`config.mk`:
```
export PLATFORM = sky130hd
export DESIGN_NAME = store_buffer
export DESIGN_NICKNAME = d
export VERILOG_FILES = /design/src/rtl/store_buffer.sv
export SDC_FILE = /design/constraint.sdc
export NUM_CORES = 1
export LEC_CHECK = 0
export CAP_MARGIN = 20
export CORE_UTILIZATION = 55
export CTS_CLUSTER_DIAMETER = 50
export DETAILED_ROUTE_END_ITERATION = 7
export PLACE_DENSITY_LB_ADDON = 0.1
export SYNTH_ARGS = -nofsm -noshare
export SYNTH_HDL_FRONTEND = slang
export SYNTH_SLANG_ARGS = --single-unit
```
`constraint.sdc`:
```
create_clock -name clk_i -period 6.75 [get_ports clk_i]
set_clock_uncertainty 0.15 [all_clocks]
set_input_delay 1.35 -clock clk_i [delete_from_list [all_inputs] [get_ports clk_i]]
set_output_delay 1.35 -clock clk_i [all_outputs]
set_load 0.02 [all_outputs]
```
`src/rtl/store_buffer.sv`:
```
// In-order store buffer between EX/MEM and the data-memory write port.
// Queues accepted stores, drains them over valid/ready and forwards full-word hits to loads.
module store_buffer #(
  parameter int DEPTH  = 4,
  parameter int ADDR_W = 32,
  parameter int DATA_W = 32
) (
  input  logic                     clk_i,
  input  logic                     rst_n_i,
  input  logic                     mem_we_i,
  input  logic [ADDR_W-1:0]        st_addr_i,
  input  logic [DATA_W-1:0]        st_data_i,
  input  logic [3:0]               st_strb_i,
  output logic                     st_ready_o,
  input  logic                     fence_i,
  input  logic                     ld_req_i,
  input  logic [ADDR_W-1:0]        ld_addr_i,
  output logic                     ld_hit_o,
  output logic [DATA_W-1:0]        ld_data_o,
  output logic                     ld_stall_o,
  output logic                     dmem_we_o,
  output logic [ADDR_W-1:0]        dmem_addr_o,
  output logic [DATA_W-1:0]        dmem_wdata_o,
  output logic [3:0]               dmem_strb_o,
  input  logic                     dmem_ready_i,
  output logic                     empty_o,
  output logic [$clog2(DEPTH):0]   count_o
);

  localparam int PTR_W = $clog2(DEPTH);
  localparam int CNT_W = PTR_W + 1;

  logic [PTR_W-1:0]  r_head;
  logic [PTR_W-1:0]  r_tail;
  logic [CNT_W-1:0]  r_count;

  logic [ADDR_W-1:0] r_addr_mem [DEPTH];
  logic [DATA_W-1:0] r_data_mem [DEPTH];
  logic [3:0]        r_strb_mem [DEPTH];

  logic              w_nonempty;
  logic              w_full;
  logic              w_push;
  logic              w_pop;
  logic              w_unused_ld_lsb;

  logic [DEPTH-1:0]  w_match;
  logic [DEPTH-1:0]  w_whole;
  logic [DATA_W-1:0] w_fwd_data [DEPTH];

  assign w_nonempty = (r_count != '0);
  assign w_full     = (r_count == CNT_W'(DEPTH));

  // Readiness depends only on registered state, so a pop never makes room for a same-cycle push.
  assign st_ready_o = ~w_full & ~(fence_i & w_nonempty);
  assign w_push     = mem_we_i & st_ready_o;
  assign w_pop      = dmem_we_o & dmem_ready_i;

  assign dmem_we_o    = w_nonempty;
  assign dmem_addr_o  = w_nonempty ? r_addr_mem[r_head] : '0;
  assign dmem_wdata_o = w_nonempty ? r_data_mem[r_head] : '0;
  assign dmem_strb_o  = w_nonempty ? r_strb_mem[r_head] : 4'h0;
  assign empty_o      = ~w_nonempty;
  assign count_o      = r_count;

  assign w_unused_ld_lsb = ^ld_addr_i[1:0];

  // Slot gi holds the entry of age gi (0 = oldest); zero-strobe entries never forward.
  genvar gi;
  generate
    for (gi = 0; gi < DEPTH; gi++) begin : g_age
      logic [PTR_W-1:0] w_idx;
      assign w_idx          = r_head + PTR_W'(gi);
      assign w_match[gi]    = ld_req_i && (CNT_W'(gi) < r_count) &&
                              (r_addr_mem[w_idx][ADDR_W-1:2] == ld_addr_i[ADDR_W-1:2]) &&
                              (r_strb_mem[w_idx] != 4'h0);
      assign w_whole[gi]    = (r_strb_mem[w_idx] == 4'hF);
      assign w_fwd_data[gi] = r_data_mem[w_idx];
    end
  endgenerate

  // Walk oldest to youngest so the youngest match has the final say.
  always_comb begin
    ld_hit_o   = 1'b0;
    ld_stall_o = 1'b0;
    ld_data_o  = '0;
    for (int k = 0; k < DEPTH; k++) begin
      if (w_match[k]) begin
        if (w_whole[k]) begin
          ld_hit_o   = 1'b1;
          ld_stall_o = 1'b0;
          ld_data_o  = w_fwd_data[k];
        end else begin
          ld_hit_o   = 1'b0;
          ld_stall_o = 1'b1;
          ld_data_o  = '0;
        end
      end
    end
  end

  always_ff @(posedge clk_i or negedge rst_n_i) begin
    if (!rst_n_i) begin
      r_head  <= '0;
      r_tail  <= '0;
      r_count <= '0;
    end else begin
      if (w_push) r_tail <= r_tail + 1'b1;
      if (w_pop)  r_head <= r_head + 1'b1;
      case ({w_push, w_pop})
        2'b10:   r_count <= r_count + 1'b1;
        2'b01:   r_count <= r_count - 1'b1;
        default: r_count <= r_count;
      endcase
    end
  end

  always_ff @(posedge clk_i) begin
    if (w_push) begin
      r_addr_mem[r_tail] <= st_addr_i;
      r_data_mem[r_tail] <= st_data_i;
      r_strb_mem[r_tail] <= st_strb_i;
    end
  end

endmodule

```
==> results.json <==
{
  "wl_per_cell_um": 24.4,
  "insertion_delay_ps": 520,
  "syn_area_um2": 18200,
  "min_period_over_period_pct": 97.6,
  "r2r_setup_slack_ps": 3620,
  "viasPerCell": 6.61,
  "grt_max_degree": 107,
  "post-place-ws_ps": 148,
  "synth_warnings": 0,
  "nets": 1832,
  "die_height_um": 184,
  "core_um2": 32500,
  "post-route-util_pct": 67.3,
  "min_to": "count_o[1]$_DFFE_PN0P_",
  "crit_type": "in2out",
  "synth_edf_count": 272,
  "postSynth.asyncResetShare_pct": 2.51,
  "die_w_um": 184,
  "vias": 14400,
  "ys.flop_type": "edfxtp_1",
  "ir_drop_mv": 0.343,
  "firstDrtPassIters": 6,
  "cp_data_required_time_ps": 5250,
  "power_density_nw_per_um2": 444,
  "grt_pass1_wl_mm": 79.3,
  "r2r_cells": 5,
  "cp_common_cell": "clkdlybuf4s50_1",
  "wirelength_mm": 53.4,
  "port_buffers": 211,
  "highest_layer": "met5",
  "grt_pass1_vias": 13500,
  "finalWorstSetupSlack_ps": 161,
  "regArea_um2": 8350,
  "status": "completed",
  "multiInputGateArea_um2": 9100,
  "met1_length_mm": 22.0,
  "cts.clk_slew.worst_paths_ps": 50,
  "synth_seq_cells": 279,
  "clockRootBuffer": "clkbuf_16",
  "io_pins": 214,
  "dr_wl_met3_mm": 5.32,
  "area_growth_pct": 20.4,
  "fin_setup_tns_ps": 0,
  "fin_cells": 2186,
  "final_layout_size_suffix_gt1_share_pct": 15.9,
  "reg2reg_from": "count_o[0]$_DFFE_PN0P_",
  "grt.total_usage_pct": 31.0,
  "rsz0062_at_grt": "false",
  "drv_slew": 0,
  "route.antenna.remaining_nets": 0,
  "crit_chain": "clkdlybuf4s50_1 > o2bb2ai_1 > a221o_1 > or4_1 > or4b_1 > buf_12 > nor4_1 > o21ai_0 > o32ai_1 > clkdlybuf4s50_1",
  "clock-sinks": 279,
  "min_from": "count_o[1]$_DFFE_PN0P_",
  "fillers": 2441,
  "avgSynthCellArea_um2": 11.7,
  "start_util_pct": 55.9,
  "synth_cells": 1553,
  "slowest_delay_ps": 700,
  "yosysSeqAreaShare_pct": 45.9,
  "worst_pin_slew_ps": 992,
  "drcViolationCount": 0,
  "slew_headroom_pct": 33.9,
  "initialDrtViolationCount": 1555,
  "start_kind": "input port",
  "min_path_cells": 2,
  "setup_viol": 0,
  "clockBufferDepth": 3,
  "antenna_found_initial": 3,
  "maxCapViolations": 0,
  "min_period_ps": 6590,
  "rows": 66,
  "place_inst": 2117,
  "yosysUniqueCellTypes": 64,
  "h-tree-depth": 2,
  "hold_class": "reg2reg",
  "grt_overflow": 0,
  "cts_tree": "yes",
  "cp.arrival_ps": 5090,
  "rr_endpoint": "r_addr_mem[1][11]$_DFFE_PP_",
  "die_area_um2": 33800,
  "gp_routability_congestion": 0.930,
  "syn_nets": 1668,
  "cts_buffers": 37,
  "hold_viol": 0,
  "wl_met2_mm": 24.7,
  "slowest_stage": "clkdlybuf4s50_1",
  "p_leak_nw": 7.58,
  "crit_fanout": 34,
  "dp_hpwl_mm": 34.5,
  "end_kind": "output pin",
  "fmax_mhz": 152
}
[report_power, final]
| group | internal, mW | switching, mW |
|---|---|---|
| logic | 2.39 | 3.11 |
| clock network | 1.09 | 0.757 |
| registers | 2.20 | 0.189 |
| total | 5.68 | 4.06 |
[logic make-up (layout without fill, tap and decap cells)]
group,Yosys count,after routing,synth area share (%)
AO/OA/AOI/OAI,273,273,10.5
XOR/XNOR,107,107,5.15
AND/OR/NAND/NOR,419,419,10.7
adder cells (fa/ha/maj),9,9,0.619
multiplexers,310,310,22.7
buffers and inverters,156,346,4.46
flip-flops,279,279,45.9
other,0,1,0
[flip-flops by register name (all words and copies together), names as in the netlist]
signal and cells:
r_tail 2, r_strb_mem 16, r_data_mem 128, count_o 3, r_addr_mem 128, r_head 2
[layer usage]
| metal | track usage [%] | up-vias |
|---|---|---|
| met1 | 43.4 | 7144 |
| met2 | 49.0 | 796 |
| li1 | - | 6391 |
| met5 | 0 | - |
| met4 | 9.17 | 2 |
| met3 | 6.00 | 114 |
[area by class of cell]
| type | count | area share [%] |
|---|---|---|
| inverter | 12 | 0.211 |
| antenna | 1 | 0.0114 |
| sequential | 279 | 38.1 |
| tap | 442 | 2.52 |
| clock buffer | 41 | 4.49 |
| timing repair buffer | 269 | 12.3 |
| clock inverter | 24 | 0.771 |
| multi-input combinational | 1118 | 41.5 |
[layout by cell type (no fill, tap or decap), types with 45 or more instances in the layout]
| cell type | instances |
|---|---|
| edfxtp_1 | 272 |
| clkdlybuf4s50_1 | 211 |
| mux4_2 | 75 |
| xnor2_1 | 69 |
| nor2_1 | 146 |
| mux2_2 | 70 |
| nand2_1 | 133 |
| mux2i_1 | 163 |
| a21oi_1 | 45 |
| buf_4 | 45 |
| o21ai_0 | 73 |
[through the flow]
step / power [mW] / hold slack, ps / area [um^2]
6_report: 9.74 / 438 / 21900
4_1_cts: 9.64 / 433 / 21800
3_3_place_gp: 7.69 / 419 / 20700
2_1_floorplan: 6.15 / 430 / 18200
5_1_grt: 10.2 / 484 / 21900
3_5_place_dp: 7.77 / 419 / 20700
[worst max-delay path, delay by kind of cell]
kind,cells,cell delay [ps]
AOI/OAI and AO/OA,4,920
buffers and inverters,3,1350
and+or+nand+nor,3,1440
[worst max path at each step]
stage                           from             to  slack [ps]  depth (start not counted)
5_1_grt        r_head[1]$_DFFE_PN0P_  ld_data_o[28]           4                         12
6_report               ld_addr_i[19]   ld_data_o[5]         160                         10
4_1_cts        r_head[0]$_DFFE_PN0P_  ld_data_o[31]         0.5                         11
3_5_place_dp           ld_addr_i[19]  ld_data_o[31]         150                         10
3_3_place_gp           ld_addr_i[19]  ld_data_o[31]         230                         10
2_1_floorplan          ld_addr_i[17]  ld_data_o[11]        1240                         11
[cell usage after synthesis (3+ instances only)]
cell	n	area share, %
a311oi_1	32	1.5
or4_1	4	0.17
o2bb2ai_1	6	0.29
buf_1	13	0.27
clkbuf_1	72	1.5
and3_1	16	0.55
mux4_2	75	9.3
and4_1	3	0.14
xor2_1	38	1.8
mux2_2	70	4.3
ha_1	9	0.62
a2111oi_0	36	1.7
a222oi_1	3	0.17
nand3_1	8	0.22
nor3_1	10	0.28
and2_1	24	0.83
dfrtp_1	7	0.96
nand2_1	133	2.7
nor2_1	146	3.0
mux2i_1	163	9.0
buf_6	13	0.80
edfxtp_1	272	45
o21ai_0	73	2.0
inv_1	11	0.23
a211oi_1	6	0.25
buf_2	31	0.85
or3_1	3	0.10
xnor2_1	69	3.3
nor4_1	42	1.4
buf_4	12	0.50
nor2b_1	6	0.21
a21oi_1	45	1.2
nand4_1	15	0.52
o32ai_1	32	1.5
o221ai_1	3	0.14
o22ai_1	12	0.41
o211ai_1	6	0.25
[repair_timing]
action                                  in CTS  in global routing
gates resized for setup                      0                  8
setup buffers                                0                  2
hold buffers                                 0                  0
endpoints found under the setup margin       0                 34
No activity file was read; power rests on OpenSTA's default activity.
